### src/rtl/wo_reg_programmer.sv
// wo_reg_programmer
//   Programs one write-once register (payload in DATA_W-1:1, lock flag in
//   bit 0) through a plain write strobe / readback interface. Refuses to
//   write an already locked register, verifies every write after a settle
//   delay, and retries while the register is still unlocked.
//
// Ports
//   Clk, ip_resetn       clock (rising edge), async active-low reset
//   req                  program request, only looked at in IDLE
//   req_data, req_lock   payload (bit 0 ignored) and lock value to program
//   busy                 transaction in flight, through the done/error cycle
//   done, error          one-cycle completion pulses
//   err_code             00 ok, 01 already locked, 10 retries exhausted,
//                        11 locked with wrong data; held until next accept
//   reg_write            write strobe, high only in WRITE
//   reg_data_out         write data, holds between writes
//   reg_data_in          register readback
//
// state  | meaning
// IDLE   | waiting for req
// CHECK  | readback lock bit; locked register is never written
// WRITE  | single-cycle write strobe
// SETTLE | SETTLE_CYCLES quiet cycles before sampling the readback
// VERIFY | compare readback against the captured word
// DONE   | done pulse
// ERR    | error pulse, err_code already valid
module wo_reg_programmer #(
  parameter int DATA_W        = 16,
  parameter int SETTLE_CYCLES = 2,
  parameter int MAX_RETRY     = 3
) (
  input  logic              Clk,
  input  logic              ip_resetn,
  input  logic              req,
  input  logic [DATA_W-1:0] req_data,
  input  logic              req_lock,
  output logic              busy,
  output logic              done,
  output logic              error,
  output logic [1:0]        err_code,
  output logic              reg_write,
  output logic [DATA_W-1:0] reg_data_out,
  input  logic [DATA_W-1:0] reg_data_in
);

  typedef enum logic [2:0] {
    ST_IDLE, ST_CHECK, ST_WRITE, ST_SETTLE, ST_VERIFY, ST_DONE, ST_ERR
  } state_t;

  localparam logic [3:0] SETTLE_LAST = 4'(SETTLE_CYCLES - 1);
  localparam logic [2:0] RETRY_MAX   = 3'(MAX_RETRY);

  state_t            state, state_nxt;
  logic [DATA_W-1:0] cap_word;
  logic [3:0]        settle_cnt;
  logic [2:0]        retry_cnt;
  logic              settle_last;
  logic              match;
  logic              retry_ok;

  // The request's bit 0 is replaced by req_lock.
  logic unused_req_bit0;
  assign unused_req_bit0 = req_data[0];

  assign settle_last = (settle_cnt == SETTLE_LAST);
  assign match       = (reg_data_in == cap_word);
  assign retry_ok    = (retry_cnt < RETRY_MAX);

  always_ff @(posedge Clk or negedge ip_resetn) begin
    if (!ip_resetn) state <= ST_IDLE;
    else            state <= state_nxt;
  end

  always_comb begin
    state_nxt = state;
    case (state)
      ST_IDLE:   if (req) state_nxt = ST_CHECK;
      ST_CHECK:  state_nxt = reg_data_in[0] ? ST_ERR : ST_WRITE;
      ST_WRITE:  state_nxt = ST_SETTLE;
      ST_SETTLE: if (settle_last) state_nxt = ST_VERIFY;
      ST_VERIFY: begin
        if (match)               state_nxt = ST_DONE;
        else if (reg_data_in[0]) state_nxt = ST_ERR;
        else if (retry_ok)       state_nxt = ST_WRITE;
        else                     state_nxt = ST_ERR;
      end
      ST_DONE:   state_nxt = ST_IDLE;
      ST_ERR:    state_nxt = ST_IDLE;
      default:   state_nxt = ST_IDLE;
    endcase
  end

  // Decoded from state only, so reset removes the write strobe at once.
  always_comb begin
    busy      = (state != ST_IDLE);
    done      = (state == ST_DONE);
    error     = (state == ST_ERR);
    reg_write = (state == ST_WRITE);
  end

  always_ff @(posedge Clk or negedge ip_resetn) begin
    if (!ip_resetn) begin
      cap_word     <= '0;
      settle_cnt   <= '0;
      retry_cnt    <= '0;
      err_code     <= 2'b00;
      reg_data_out <= '0;
    end else begin
      case (state)
        ST_IDLE: begin
          if (req) begin
            cap_word  <= {req_data[DATA_W-1:1], req_lock};
            retry_cnt <= '0;
            err_code  <= 2'b00;
          end
        end
        ST_CHECK: begin
          if (reg_data_in[0]) err_code <= 2'b01;
        end
        ST_WRITE: begin
          settle_cnt <= '0;
        end
        ST_SETTLE: begin
          if (!settle_last) settle_cnt <= settle_cnt + 4'd1;
        end
        ST_VERIFY: begin
          if (!match) begin
            if (reg_data_in[0]) err_code  <= 2'b11;
            else if (retry_ok)  retry_cnt <= retry_cnt + 3'd1;
            else                err_code  <= 2'b10;
          end
        end
        default: ;
      endcase
      // Load write data only when a write is about to be issued, so the
      // bus keeps the last written word otherwise.
      if (state_nxt == ST_WRITE) reg_data_out <= cap_word;
    end
  end

endmodule

### config.mk
export PLATFORM = sky130hd
export DESIGN_NAME = wo_reg_programmer
export DESIGN_NICKNAME = d
export VERILOG_FILES = /design/src/rtl/wo_reg_programmer.sv
export SDC_FILE = /design/constraint.sdc
export NUM_CORES = 1
export LEC_CHECK = 0
export BUFFER_PORTS_ARGS = -buffer_cell sky130_fd_sc_hd__buf_2
export CELL_PAD_IN_SITES_DETAIL_PLACEMENT = 2
export CELL_PAD_IN_SITES_GLOBAL_PLACEMENT = 2
export CORE_MARGIN = 3
export CORE_UTILIZATION = 34
export DETAILED_ROUTE_END_ITERATION = 8
export GPL_ROUTABILITY_DRIVEN = 0
export GPL_TIMING_DRIVEN = 0
export PLACE_DENSITY = 0.8
export SYNTH_ARGS = -nofsm -noshare
export SYNTH_HDL_FRONTEND = slang
export SYNTH_SLANG_ARGS = --single-unit
### constraint.sdc
create_clock -name Clk -period 2.61 [get_ports Clk]
set_input_delay 0 -clock Clk [delete_from_list [all_inputs] [get_ports Clk]]
set_output_delay 0 -clock Clk [all_outputs]
set_load 0.005 [all_outputs]
==> Yosys cells after proc, flatten, opt, wreduce, memory -nomap -nowiden <==
Index checks and enable logic that the tools add are counted.
{ "word_totals": {"wordCells": 54, "inputBits": 36, "ff_bits": 44} }
{ "op_classes": {"order_cmp": 1, "n_reduce_logical": 9, "n_addsub": 2, "eq_ne": 16, "mux": 20} }
{ "op_table": {"columns": ["operator", "count"], "rows": [
  ["2-to-1 mux 3 bit", 10],
  ["== test 16 bit", 1],
  ["case mux 3 bit (5 select lines)", 1],
  ["!= test 2 bit, second input constant", 6],
  ["2-to-1 mux 2 bit", 5],
  ["AND reduction 5 bit", 2],
  ["== test 3 x 2 -> 1 bit, second input constant", 3],
  ["== test 3 bit, second input constant", 3],
  ["case mux 4 bit (2 select lines)", 1],
  ["case mux 2 bit (3 select lines)", 1],
  ["case mux 3 bit (2 select lines)", 1],
  ["nonzero test 3 bit", 2],
  ["adder 4 x 1 -> 4 bit, second input constant", 1],
  ["== test 4 x 1 -> 1 bit, second input constant", 1],
  ["2-to-1 mux 4 bit", 1],
  ["AND reduction 2 bit", 2],
  ["nonzero test 2 bit", 2],
  ["adder 3 x 1 -> 3 bit, second input constant", 1],
  ["== test 3 x 1 -> 1 bit, second input constant", 1],
  ["logical NOT 3 bit", 1],
  ["< comparator 3 x 2 -> 1 bit, second input constant", 1],
  ["!= test 3 bit, second input constant", 1]
]} }

==> Depth between registers and ports, before layout <==
{ "depth": {"ltp_word": 6, "mapped_depth": 8, "mapped_depth_nobuf": 7} }

==> Worst setup path before layout <==
Ideal clock, no wire load.
{ "synth_timing": {"kind": "register -> register", "from": "reg cap_word[15]", "to": "reg reg_data_out[10]", "period_less_slack_ns": 1.918, "required_time_ns": 2.485, "path_stages_with_launch": 8, "slack_ns": 0.692, "path_buffers": 2, "t_arrival_ns": 1.793, "cell_sequence": "dfrtp_1 xnor2_1 nand4_1 nor4_4 o32a_2 buf_6 buf_12 mux2_4"} }
{ "synth_between": {"elab_chain_cells": 4} }
{ "synth_lines": {"columns": ["item", "line_no", "text"], "rows": [
  ["from (decl)", "54", "logic [DATA_W-1:0] cap_word;"],
  ["from (signal assigned)", "112", "cap_word <= {req_data[DATA_W-1:1], req_lock};"],
  ["== test 16 bit", "66", "assign match = (reg_data_in == cap_word);"],
  ["2-to-1 mux 3 bit", "82", "if (match) state_nxt = ST_DONE;"],
  ["case mux 3 bit (5 select lines)", "76", "case (state)"],
  ["== test 3 x 2 -> 1 bit", "137", "if (state_nxt == ST_WRITE) reg_data_out <= cap_word;"],
  ["to (signal assigned)", "137", null],
  ["to (decl)", "42", "output logic [DATA_W-1:0] reg_data_out,"]
]} }
Every way passes these cells.
A chain may end at the register's enable or synchronous reset.

==> Worst setup path in the final report <==
{ "layout_timing": {"from": "reg cap_word[14]", "to": "reg reg_data_out[9]"} }
The elaborated chain is that of the path after synthesis.

==> reports/qor.yml <==
worst_setup_path:
  startpoint_type: "flip-flop"
  cp_data_arrival_time_ps: 2430
  cp.required_ps: 2800
  crit_fanout: 10
  cp-end-kind: "flip-flop"
  path_class: "reg2reg"
clock_tree:
  cts_resized: 0
  post_cts_buffers: 0
  cts-root-buf: "clkbuf_8"
  cts_hold_buffers: 17
  clock_path_buffers: 2
  htree_levels: 2
  cts_sinks: 44
  clk_pin_slew_worst_paths_ps: 90
  cts_tree: "yes"
  cts_buffers: 5
  clk_latency_ps: 300
synthesis:
  synthCells: 173
  synth_seq_cells: 44
  syn-num-nets: 212
  synth.avg_cell_area_um2: 12.4
  synth_async_sr_flop_share_pct: 100
  ys_types: 36
  synth_edf_count: 0
  synth_ff_type: "dfrtp_1"
  netlist_area_mm2: 0.00215
  ys_seq_area_share_pct: 51.1
  yosys_warnings: 0
drt:
  first_pass_iters: 5
  wl_met3_um: 248
  postRouteAntennaNets: 0
  via_per_inst: 4.91
  drc: 0
  wirelength_mm: 5.97
  via_count: 1615
  highest_layer: "met4"
  routed-wl-met2_mm: 3.17
  wl_per_cell_um: 18.1
  drt-met1-wl_mm: 2.49
  drtIter0Drc: 48
floorplanning:
  fp-row-count: 28
  initial_utilization_pct: 35.7
  die_y_um: 85.6
  fp.dieW_um: 85.6
  coreArea_mm2: 0.00603
  io_pins: 58
  die_area_mm2: 0.00732
finish:
  nFillCells: 638
  final_cell_mix: "buf_2 (59), dfrtp_1 (44), mux2_2 (22)"
  diodes: 0
  mostFrequentLayoutCell: "buf_2"
  drive_above_1_share_pct: 41.7
  area_delta_synth_final_pct: 29.8
  fin_nets: 292
placement:
  hpwlAfterDp_mm: 4.01
  numPortBuffers: 56
power_and_ir_drop:
  p_leak_nw: 1.31
  power.density_mw_per_mm2: 1060
  peakVddDrop_v: 0.000413
global_route:
  grt_max_degree: 45
  grt_pass1_vias: 1860
  grt_pass1_wl_mm: 9.82
  antenna_found_initial: 0
  track_usage_pct: 17.4
  grt_overflow: 0
sta:
  final_hold_viol_count: 0
  rsz0062_at_grt: "no"
  fmax_mhz: 447
  final.setup.tns_ps: 0
  worstMarginPinSlew_ps: 989
  hold_ws_ps: 136
  relSlewSlack_pct: 34.0
  min_period_ps: 2240
  fin_skew_ps: 4.26
  final_max_slew_viol_count: 0
  setup_viol: 0
  period_share_pct: 85.8
run_status:
  outcome: "finished, final reports clean"
job:
  cap_violations: 0
min_path:
  hold_class: "in2reg"
==> area by class of cell <==
cell class / count / area (um^2) / share of cell area (%)
sequential: 44 / 1100 / 39.4
multi-input combinational: 116 / 976 / 34.9
timing repair buffer: 73 / 450 / 16.1
tap: 75 / 93.8 / 3.36
clock buffer: 6 / 82.6 / 2.95
buffer: 7 / 53.8 / 1.92
inverter: 6 / 22.5 / 0.806
clock inverter: 2 / 15.0 / 0.537
==> registers in the layout, summed over array words and instances, names as in the netlist <==
| register | cells |
|---|---|
| state | 3 |
| settle_cnt | 4 |
| err_code | 2 |
| cap_word | 16 |
| reg_data_out | 16 |
| retry_cnt | 3 |
==> power by group <==
group          internal (mW)  switching (mW)
clock network          0.215           0.252
logic                  0.694           0.545
registers               1.01           0.262
==> per-layer routing <==
metal,track usage [%],vias up
met3,4.71,5
met2,31.7,29
met4,3.45,0
met5,0,-
li1,-,763
met1,20.6,818
==> worst max-delay path, stage by stage (launching register included) <==
cell     delay, ps
dfrtp_1        420
xnor2_1        230
nand4_1        200
nor4_4         450
o32a_2         220
buf_6          140
buf_12         160
mux2_4         310
==> stage by stage <==
stage / cells / setup slack (ps) / area [um^2] / util [%] / power [mW]
after detailed placement: 304 / 371 / 2530 / 41.9 / 2.49
after CTS: 329 / 342 / 2800 / 46.4 / 2.99
after global placement: 304 / 428 / 2530 / 41.9 / 2.42
after floorplan: 173 / 692 / 2150 / - / 2.05
after global routing: 329 / 226 / 2800 / 46.4 / 3.21
final: 329 / 371 / 2800 / 46.4 / 2.97
==> path summary, 6_finish.rpt <==
kind	endpoint	cells after the start	slack (ps)	startpoint
max in group asynchronous	state[1]$_DFF_PN0_	2	1600	ip_resetn
min in group asynchronous	reg_data_out[13]$_DFFE_PN0N_	2	390	ip_resetn
setup reg to reg	reg_data_out[9]$_DFFE_PN0N_	7	370	cap_word[14]$_DFFE_PN0P_
hold / removal	retry_cnt[2]$_DFFE_PN0P_	4	140	reg_data_in[0]
hold reg to reg	reg_data_out[0]$_DFFE_PN0N_	1	510	reg_data_out[0]$_DFFE_PN0N_
setup / recovery	reg_data_out[9]$_DFFE_PN0N_	7	370	cap_word[14]$_DFFE_PN0P_
==> cell usage after synthesis, drive strengths merged (2+ instances only) <==
cell type / n / area (um^2)
dfrtp: 44 / 1100
mux2: 32 / 398
xnor2: 16 / 140
a21oi: 8 / 40.0
nand2: 8 / 30.0
o21ai: 8 / 40.0
inv: 6 / 22.5
buf: 5 / 46.3
nand2b: 5 / 31.3
nand4: 4 / 25.0
nor2: 4 / 15.0
ha: 3 / 37.5
or2: 3 / 18.8
a211oi: 2 / 15.0
and2: 2 / 12.5
and3: 2 / 12.5
clkbuf: 2 / 7.51
mux2i: 2 / 20.0
nor3: 2 / 10.0
nor3b: 2 / 15.0
==> logic make-up after synthesis <==
kind of cell / Yosys count / share of synthesized area, %
fa+ha+maj: 3 / 1.74
simple gates: 36 / 9.70
compound gates: 27 / 7.96
xor+xnor: 16 / 6.51
mux: 34 / 19.4
buf+inv: 13 / 3.54
flops: 44 / 51.1
Note: power is estimated with default switching activity, not from simulation.
